`src/rtl/key_move_queue_pkg.sv`:
```
// rtl/key_move_queue_pkg.sv - move codes, scan codes and held-bit helpers shared with processor
package key_move_queue_pkg;

    typedef enum logic [2:0] {
        MV_NONE  = 3'd0,
        MV_UP    = 3'd1,
        MV_DOWN  = 3'd2,
        MV_LEFT  = 3'd3,
        MV_RIGHT = 3'd4,
        MV_ACT   = 3'd5
    } move_e;

    localparam logic [7:0] SC_UP    = 8'h75;
    localparam logic [7:0] SC_DOWN  = 8'h72;
    localparam logic [7:0] SC_LEFT  = 8'h6B;
    localparam logic [7:0] SC_RIGHT = 8'h74;
    localparam logic [7:0] SC_ACT   = 8'h29;

    localparam int HELD_UP    = 0;
    localparam int HELD_DOWN  = 1;
    localparam int HELD_LEFT  = 2;
    localparam int HELD_RIGHT = 3;
    localparam int HELD_ACT   = 4;
    localparam int HELD_W     = 5;

    // Arrows are E0-extended; ACT is the only plain code in the map.
    function automatic move_e decode_key(input logic ext, input logic [7:0] code);
        move_e m;
        m = MV_NONE;
        if (ext) begin
            case (code)
                SC_UP:    m = MV_UP;
                SC_DOWN:  m = MV_DOWN;
                SC_LEFT:  m = MV_LEFT;
                SC_RIGHT: m = MV_RIGHT;
                default:  m = MV_NONE;
            endcase
        end else if (code == SC_ACT) begin
            m = MV_ACT;
        end
        return m;
    endfunction

    function automatic logic [HELD_W-1:0] held_mask(input move_e m);
        logic [HELD_W-1:0] mask;
        mask = '0;
        case (m)
            MV_UP:    mask[HELD_UP]    = 1'b1;
            MV_DOWN:  mask[HELD_DOWN]  = 1'b1;
            MV_LEFT:  mask[HELD_LEFT]  = 1'b1;
            MV_RIGHT: mask[HELD_RIGHT] = 1'b1;
            MV_ACT:   mask[HELD_ACT]   = 1'b1;
            default:  mask = '0;
        endcase
        return mask;
    endfunction

endpackage

```
`src/rtl/key_move_queue_move_fifo.sv`:
```
// rtl/key_move_queue_move_fifo.sv - DEPTH x W show-ahead FIFO with occupancy count
module move_fifo #(
    parameter int DEPTH = 4,
    parameter int W     = 3
) (
    input  logic                       clk,
    input  logic                       reset_n,
    input  logic                       push,
    input  logic [W-1:0]               push_data,
    input  logic                       pop,
    output logic [W-1:0]               head,
    output logic                       valid,
    output logic                       full,
    output logic [$clog2(DEPTH+1)-1:0] count
);

    localparam int PW = $clog2(DEPTH);
    localparam int CW = $clog2(DEPTH+1);

    if ((DEPTH < 2) || ((DEPTH & (DEPTH - 1)) != 0)) begin : g_bad_depth
        $error("move_fifo DEPTH must be a power of two >= 2");
    end

    logic [W-1:0]  mem_q [DEPTH];
    logic [W-1:0]  mem_d [DEPTH];
    logic [PW-1:0] wr_ptr_q, wr_ptr_d;
    logic [PW-1:0] rd_ptr_q, rd_ptr_d;
    logic [CW-1:0] count_q, count_d;
    logic          do_push, do_pop;

    always_comb begin
        do_pop   = pop && (count_q != '0);
        // A pop in the same cycle frees the slot, so a full FIFO still accepts.
        do_push  = push && ((count_q != CW'(DEPTH)) || do_pop);
        mem_d    = mem_q;
        wr_ptr_d = wr_ptr_q;
        rd_ptr_d = rd_ptr_q;
        count_d  = count_q;
        if (do_push) begin
            mem_d[wr_ptr_q] = push_data;
            wr_ptr_d        = wr_ptr_q + PW'(1);
        end
        if (do_pop) begin
            rd_ptr_d = rd_ptr_q + PW'(1);
        end
        case ({do_push, do_pop})
            2'b10:   count_d = count_q + CW'(1);
            2'b01:   count_d = count_q - CW'(1);
            default: count_d = count_q;
        endcase
    end

    always_ff @(posedge clk) begin
        if (!reset_n) begin
            for (int i = 0; i < DEPTH; i++) begin
                mem_q[i] <= '0;
            end
            wr_ptr_q <= '0;
            rd_ptr_q <= '0;
            count_q  <= '0;
        end else begin
            mem_q    <= mem_d;
            wr_ptr_q <= wr_ptr_d;
            rd_ptr_q <= rd_ptr_d;
            count_q  <= count_d;
        end
    end

    assign valid = (count_q != '0);
    assign full  = (count_q == CW'(DEPTH));
    assign count = count_q;
    assign head  = valid ? mem_q[rd_ptr_q] : '0;

endmodule

```
`src/rtl/key_move_queue.sv`:
```
// rtl/key_move_queue.sv - PS/2 key events to queued move commands; AUTOREPEAT_EN adds held-key repeat
module key_move_queue
    import key_move_queue_pkg::*;
#(
    parameter int DEPTH         = 4,
    parameter int REPEAT_DELAY  = 12_500_000,
    parameter int REPEAT_PERIOD = 2_500_000
) (
    input  logic                       clk,
    input  logic                       reset_n,
    input  logic                       keycode_ready,
    input  logic [7:0]                 keycode,
    input  logic                       key_ext,
    input  logic                       key_make,
    output logic                       move_valid,
    input  logic                       move_ready,
    output logic [2:0]                 move,
    output logic [4:0]                 held,
    output logic [$clog2(DEPTH+1)-1:0] fifo_count,
    output logic                       overflow
);

    if ((REPEAT_PERIOD < 1) || (REPEAT_PERIOD > REPEAT_DELAY)) begin : g_bad_repeat
        $error("key_move_queue needs 1 <= REPEAT_PERIOD <= REPEAT_DELAY");
    end

    logic [HELD_W-1:0] held_q, held_d;
    logic              overflow_q, overflow_d;
    move_e             key_code;
    logic [HELD_W-1:0] key_mask;
    logic              key_hit, key_push;
    logic              push, pop, fifo_full;
    logic [2:0]        push_code;

    always_comb begin
        key_code = decode_key(key_ext, keycode);
        key_mask = held_mask(key_code);
        key_hit  = keycode_ready && (key_code != MV_NONE);
        // A make on an already-held key is a typematic repeat from the keyboard.
        key_push = key_hit && key_make && ((held_q & key_mask) == '0);
        held_d   = held_q;
        if (key_hit) begin
            held_d = key_make ? (held_q | key_mask) : (held_q & ~key_mask);
        end
    end

`ifdef AUTOREPEAT_EN
    localparam int RW = $clog2(REPEAT_DELAY + 1);
    localparam logic [RW-1:0] RPT_LAST   = RW'(REPEAT_DELAY - 1);
    localparam logic [RW-1:0] RPT_RELOAD = RW'(REPEAT_DELAY - REPEAT_PERIOD);

    move_e         target_q, target_d;
    logic [RW-1:0] rpt_cnt_q, rpt_cnt_d;
    logic          rpt_active, rpt_fire;

    always_comb begin
        rpt_active = (target_q != MV_NONE) && ((held_q & held_mask(target_q)) != '0);
        rpt_fire   = rpt_active && (rpt_cnt_q == RPT_LAST);
        target_d   = target_q;
        rpt_cnt_d  = '0;
        if (rpt_active) begin
            // Reloading part-way makes later repeats come REPEAT_PERIOD apart.
            rpt_cnt_d = rpt_fire ? RPT_RELOAD : rpt_cnt_q + RW'(1);
        end
        if (key_push && (key_code != MV_ACT)) begin
            target_d  = key_code;
            rpt_cnt_d = '0;
        end else if (key_hit && !key_make && (key_code == target_q)) begin
            target_d  = MV_NONE;
            rpt_cnt_d = '0;
        end
        push      = key_push || rpt_fire;
        push_code = key_push ? key_code : target_q;
    end

    always_ff @(posedge clk) begin
        if (!reset_n) begin
            target_q  <= MV_NONE;
            rpt_cnt_q <= '0;
        end else begin
            target_q  <= target_d;
            rpt_cnt_q <= rpt_cnt_d;
        end
    end
`else
    always_comb begin
        push      = key_push;
        push_code = key_code;
    end
`endif

    always_comb begin
        pop        = move_valid && move_ready;
        overflow_d = overflow_q || (push && fifo_full && !pop);
    end

    always_ff @(posedge clk) begin
        if (!reset_n) begin
            held_q     <= '0;
            overflow_q <= 1'b0;
        end else begin
            held_q     <= held_d;
            overflow_q <= overflow_d;
        end
    end

    move_fifo #(
        .DEPTH (DEPTH),
        .W     (3)
    ) u_move_fifo (
        .clk       (clk),
        .reset_n   (reset_n),
        .push      (push),
        .push_data (push_code),
        .pop       (pop),
        .head      (move),
        .valid     (move_valid),
        .full      (fifo_full),
        .count     (fifo_count)
    );

    assign held     = held_q;
    assign overflow = overflow_q;

endmodule
```
`config.mk`:
```
export PLATFORM = sky130hd
export DESIGN_NAME = key_move_queue
export DESIGN_NICKNAME = d
export VERILOG_FILES = /design/src/rtl/key_move_queue_pkg.sv /design/src/rtl/key_move_queue_move_fifo.sv /design/src/rtl/key_move_queue.sv
export SDC_FILE = /design/constraint.sdc
export NUM_CORES = 1
export LEC_CHECK = 0
export CORE_MARGIN = 5
export CORE_UTILIZATION = 55
export CTS_CLUSTER_SIZE = 10
export DETAILED_ROUTE_END_ITERATION = 8
export DONT_BUFFER_PORTS = 1
export PLACE_DENSITY = 0.7
export SLEW_MARGIN = 15
export SYNTH_ARGS = -nofsm -noshare
export SYNTH_HDL_FRONTEND = slang
export SYNTH_HIERARCHICAL = 1
export SYNTH_SLANG_ARGS = --single-unit
```
`constraint.sdc`:
```
create_clock -name clk -period 3.7 [get_ports clk]
set_clock_uncertainty 0.2 [all_clocks]
set_input_delay 0.37 -clock clk [delete_from_list [all_inputs] [get_ports clk]]
set_output_delay 0.37 -clock clk [all_outputs]
set_load 0.01 [all_outputs]
```
==> impl_metrics.toml <==
[run_status]
status = "finished, final reports clean"

[clock_tree]
htreeDepth = 1
ctsResizeCount = 0
postCtsSetupRepairBufs = 0
cts_buffers = 3
clockBufferDepth = 2
tritoncts = "yes"
cts-root-buf = "clkbuf_4"
cts.sinks = 25
path_clk_slew_ns = 0.14
clock_latency_ns = 0.32

[synth]
ys_seq_elements = 25
synthTopCellsByArea = "dfxtp_1 (32%), mux2i_1 (10%), nor2b_1 (6.1%), nand3_4 (4.5%), mux4_2 (4.4%)"
synth_compound_area_frac = 0.1145
async_flop_share = 0
synth_cell_types = 47
ys.flop_type = "dfxtp_1"
yosys_warnings = 6
muxShareOfSynthArea = 0.1478
synth.net_count = 172
yosysSeqAreaShare = 0.3249
syn-cell-area_um2 = 1540
avgSynthCellArea_um2 = 10.07
synthCells = 153
synth_top_area_frac = 0.3249
synth_top_family_by_area = "simple AND/OR/NAND/NOR gates"
synth.largest_area_cell = "dfxtp_1"
synthAdderAreaFrac = 0.04549
synth-simple-area-share = 0.3014
synth-xor-area-share = 0.02843
synth-edff-count = 0

[floorplanning]
ios = 27
die_y_um = 62.92
core-area_um2 = 2710
die_x_um = 62.92
dieArea_um2 = 3959
row_count = 19
initial_core_util = 0.5683

[setup_path]
cp-startpoint = "keycode[0]"
worstPathRequired_ns = 3.77
critical_path_class = "in -> reg"
crit_fanout = 11
cp-end-kind = "flip-flop"
startpoint_type = "input port"
timing.rr.start = "u_move_fifo/count[0]"
worstPathArrival_ns = 3.05

[sta]
whs_ns = 0.03556
rsz0062_at_grt = "false"
tns_ns = 0
finalCritPeriodShare = 0.8052
max_slew.worst_pin.slew_ns = 0.6283
slew_viol_final = 0
max_freq_mhz = 335.7
slew-limit-headroom = 0.5797
finalSetupViolCount = 0
hold_viol = 0
finalCriticalPeriod_ns = 2.979

[place]
place_congestion = 0.8320
portBuffers = 0
dp_hpwl_um = 2255

[grt]
grt_pass1_wl_um = 5395
grt_usage = 0.1654
grt_pass1_vias = 1133
overflow = 0
grt_max_degree = 23
antenna_found_initial = 0

[power_and_ir_drop]
swShare = 0.2291
powerDensity_nw_per_um2 = 256.0
combPwrFrac = 0.045
p_sw_mw = 0.09515
pwr-share-seq = 0.649
p_int_mw = 0.3202
leakage_nw = 0.6448
clkPwrFrac = 0.306
peakVddDrop_uv = 194.7

[final_layout]
antenna_cells = 0
fin_nets = 177
num-fill-cells = 252
synthToLayoutAreaGrowth_pct = 5.362
drive_gt1_frac = 0.1401

[detailed_routing]
routed_wl_um = 3034
drc = 0
ant_nets = 0
vias = 1149
firstDrtPassIters = 4
wl_per_cell_um = 16.14
first_iter_violations = 67
avgViaCountPerCell = 6.112

[min_path]
hp-start = "reset_n"
hp-class = "in -> reg"

[job]
max_cap_viol_count = 0
==> layer usage <==
metal | vias up | global-route usage | share of wire
met4 | 0 | 0.04775 | 0.013
met3 | 5 | 0.03597 | 0.046
met1 | 563 | 0.2141 | 0.46
met2 | 28 | 0.2731 | 0.48
met5 | - | 0 | 0
li1 | 553 | - | -
==> synth_stat cells, types with 3 or more instances <==
| library cell | instances |
|---|---|
| nand2_1 | 13 |
| mux2i_1 | 16 |
| a21oi_1 | 4 |
| mux4_2 | 3 |
| inv_1 | 9 |
| nand4b_1 | 3 |
| nor2b_1 | 15 |
| and2_1 | 5 |
| nor2_1 | 6 |
| nand3_4 | 4 |
| nand2b_1 | 3 |
| xor2_1 | 3 |
| ha_1 | 4 |
| dfxtp_1 | 25 |
==> final timing paths <==
kind	to	slack (ns)	cells after the start
worst min register to register	u_move_fifo/wr_ptr_q[1]	0.32	2
worst min-delay path	flip-flop	0.04	2
worst max register to register	u_move_fifo/mem_q[8]	0.74	7
worst max-delay path	u_move_fifo/count[0]	0.72	10
==> logic make-up after synthesis <==
logic type,after synthesis
AO/OA/AOI/OAI,20
flip-flops,25
XOR/XNOR,5
multiplexers,19
adder cells (fa/ha/maj),5
buffers and inverters,13
AND/OR/NAND/NOR,66
==> critical path: stages <==
cell and delay, ns:
or3b_4 0.39, a2111oi_4 0.63, a211o_1 0.22, mux2i_1 0.10, nor2_1 0.16, buf_4 0.25, xor2_1 0.21, nor2_1 0.06
a2111oi_0 0.50, o21a_1 0.17
==> cells in the final DEF (no fill, tap or decap), types with 2 or more instances in the layout <==
master | synthesis | final
dfxtp_1 | 25 | 25
mux2i_1 | 16 | 16
nor2b_1 | 15 | 15
nand2_1 | 13 | 13
inv_1 | 9 | 9
nor2_1 | 6 | 6
and2_1 | 5 | 5
a21oi_1 | 4 | 4
nand3_4 | 4 | 4
ha_1 | 4 | 4
nand4b_1 | 3 | 3
nand2b_1 | 3 | 3
clkbuf_4 | 0 | 3
dlygate4sd3_1 | 0 | 3
mux4_2 | 3 | 3
xor2_1 | 3 | 3
nand3b_1 | 2 | 2
nor3_1 | 2 | 2
or4b_1 | 2 | 2
o31ai_1 | 2 | 2
o21ai_0 | 2 | 2
xnor2_1 | 2 | 2
==> power groups by stage <==
stage,Clock [mW],Sequential (mW),Combinational [mW]
floorplan,0,0.275,0.0137
global placement,0,0.275,0.0128
detailed placement,0,0.275,0.0131
CTS,0.131,0.270,0.0188
global route,0.147,0.270,0.0204
finish,0.127,0.269,0.0187
==> through the flow <==
step / instances / worst slack, ns / instance area [µm²] / total power, mW / util
after floorplan: 153 / 0.4203 / 1540 / 0.2890 / -
after global placement: 181 / 0.5583 / 1563 / 0.2882 / 0.5766
after detailed placement: 181 / 0.4646 / 1563 / 0.2884 / 0.5766
after CTS: 188 / 0.7292 / 1623 / 0.4192 / 0.5988
after global routing: 188 / 0.5570 / 1623 / 0.4374 / 0.5988
final: 188 / 0.7208 / 1623 / 0.4154 / 0.5988
==> final cells by class <==
| type | count | area, µm² | share of cell area |
|---|---|---|---|
| repair buffers | 4 | 37.54 | 0.02313 |
| clock buffers | 3 | 22.52 | 0.01388 |
| inverters | 9 | 33.78 | 0.02082 |
| clock inverters | 1 | 7.507 | 0.004626 |
| flip-flops and latches | 25 | 500.5 | 0.3084 |
| multi-input cells | 115 | 982.2 | 0.6052 |
| well taps | 31 | 38.79 | 0.02390 |
==> repair_timing <==
action / 4_1_cts / 5_1_grt
setup endpoints to repair: 0 / 0
hold buffers: 3 / 0
hold endpoints to repair: 23 / 0
Note: power is estimated with default switching activity, not from simulation.
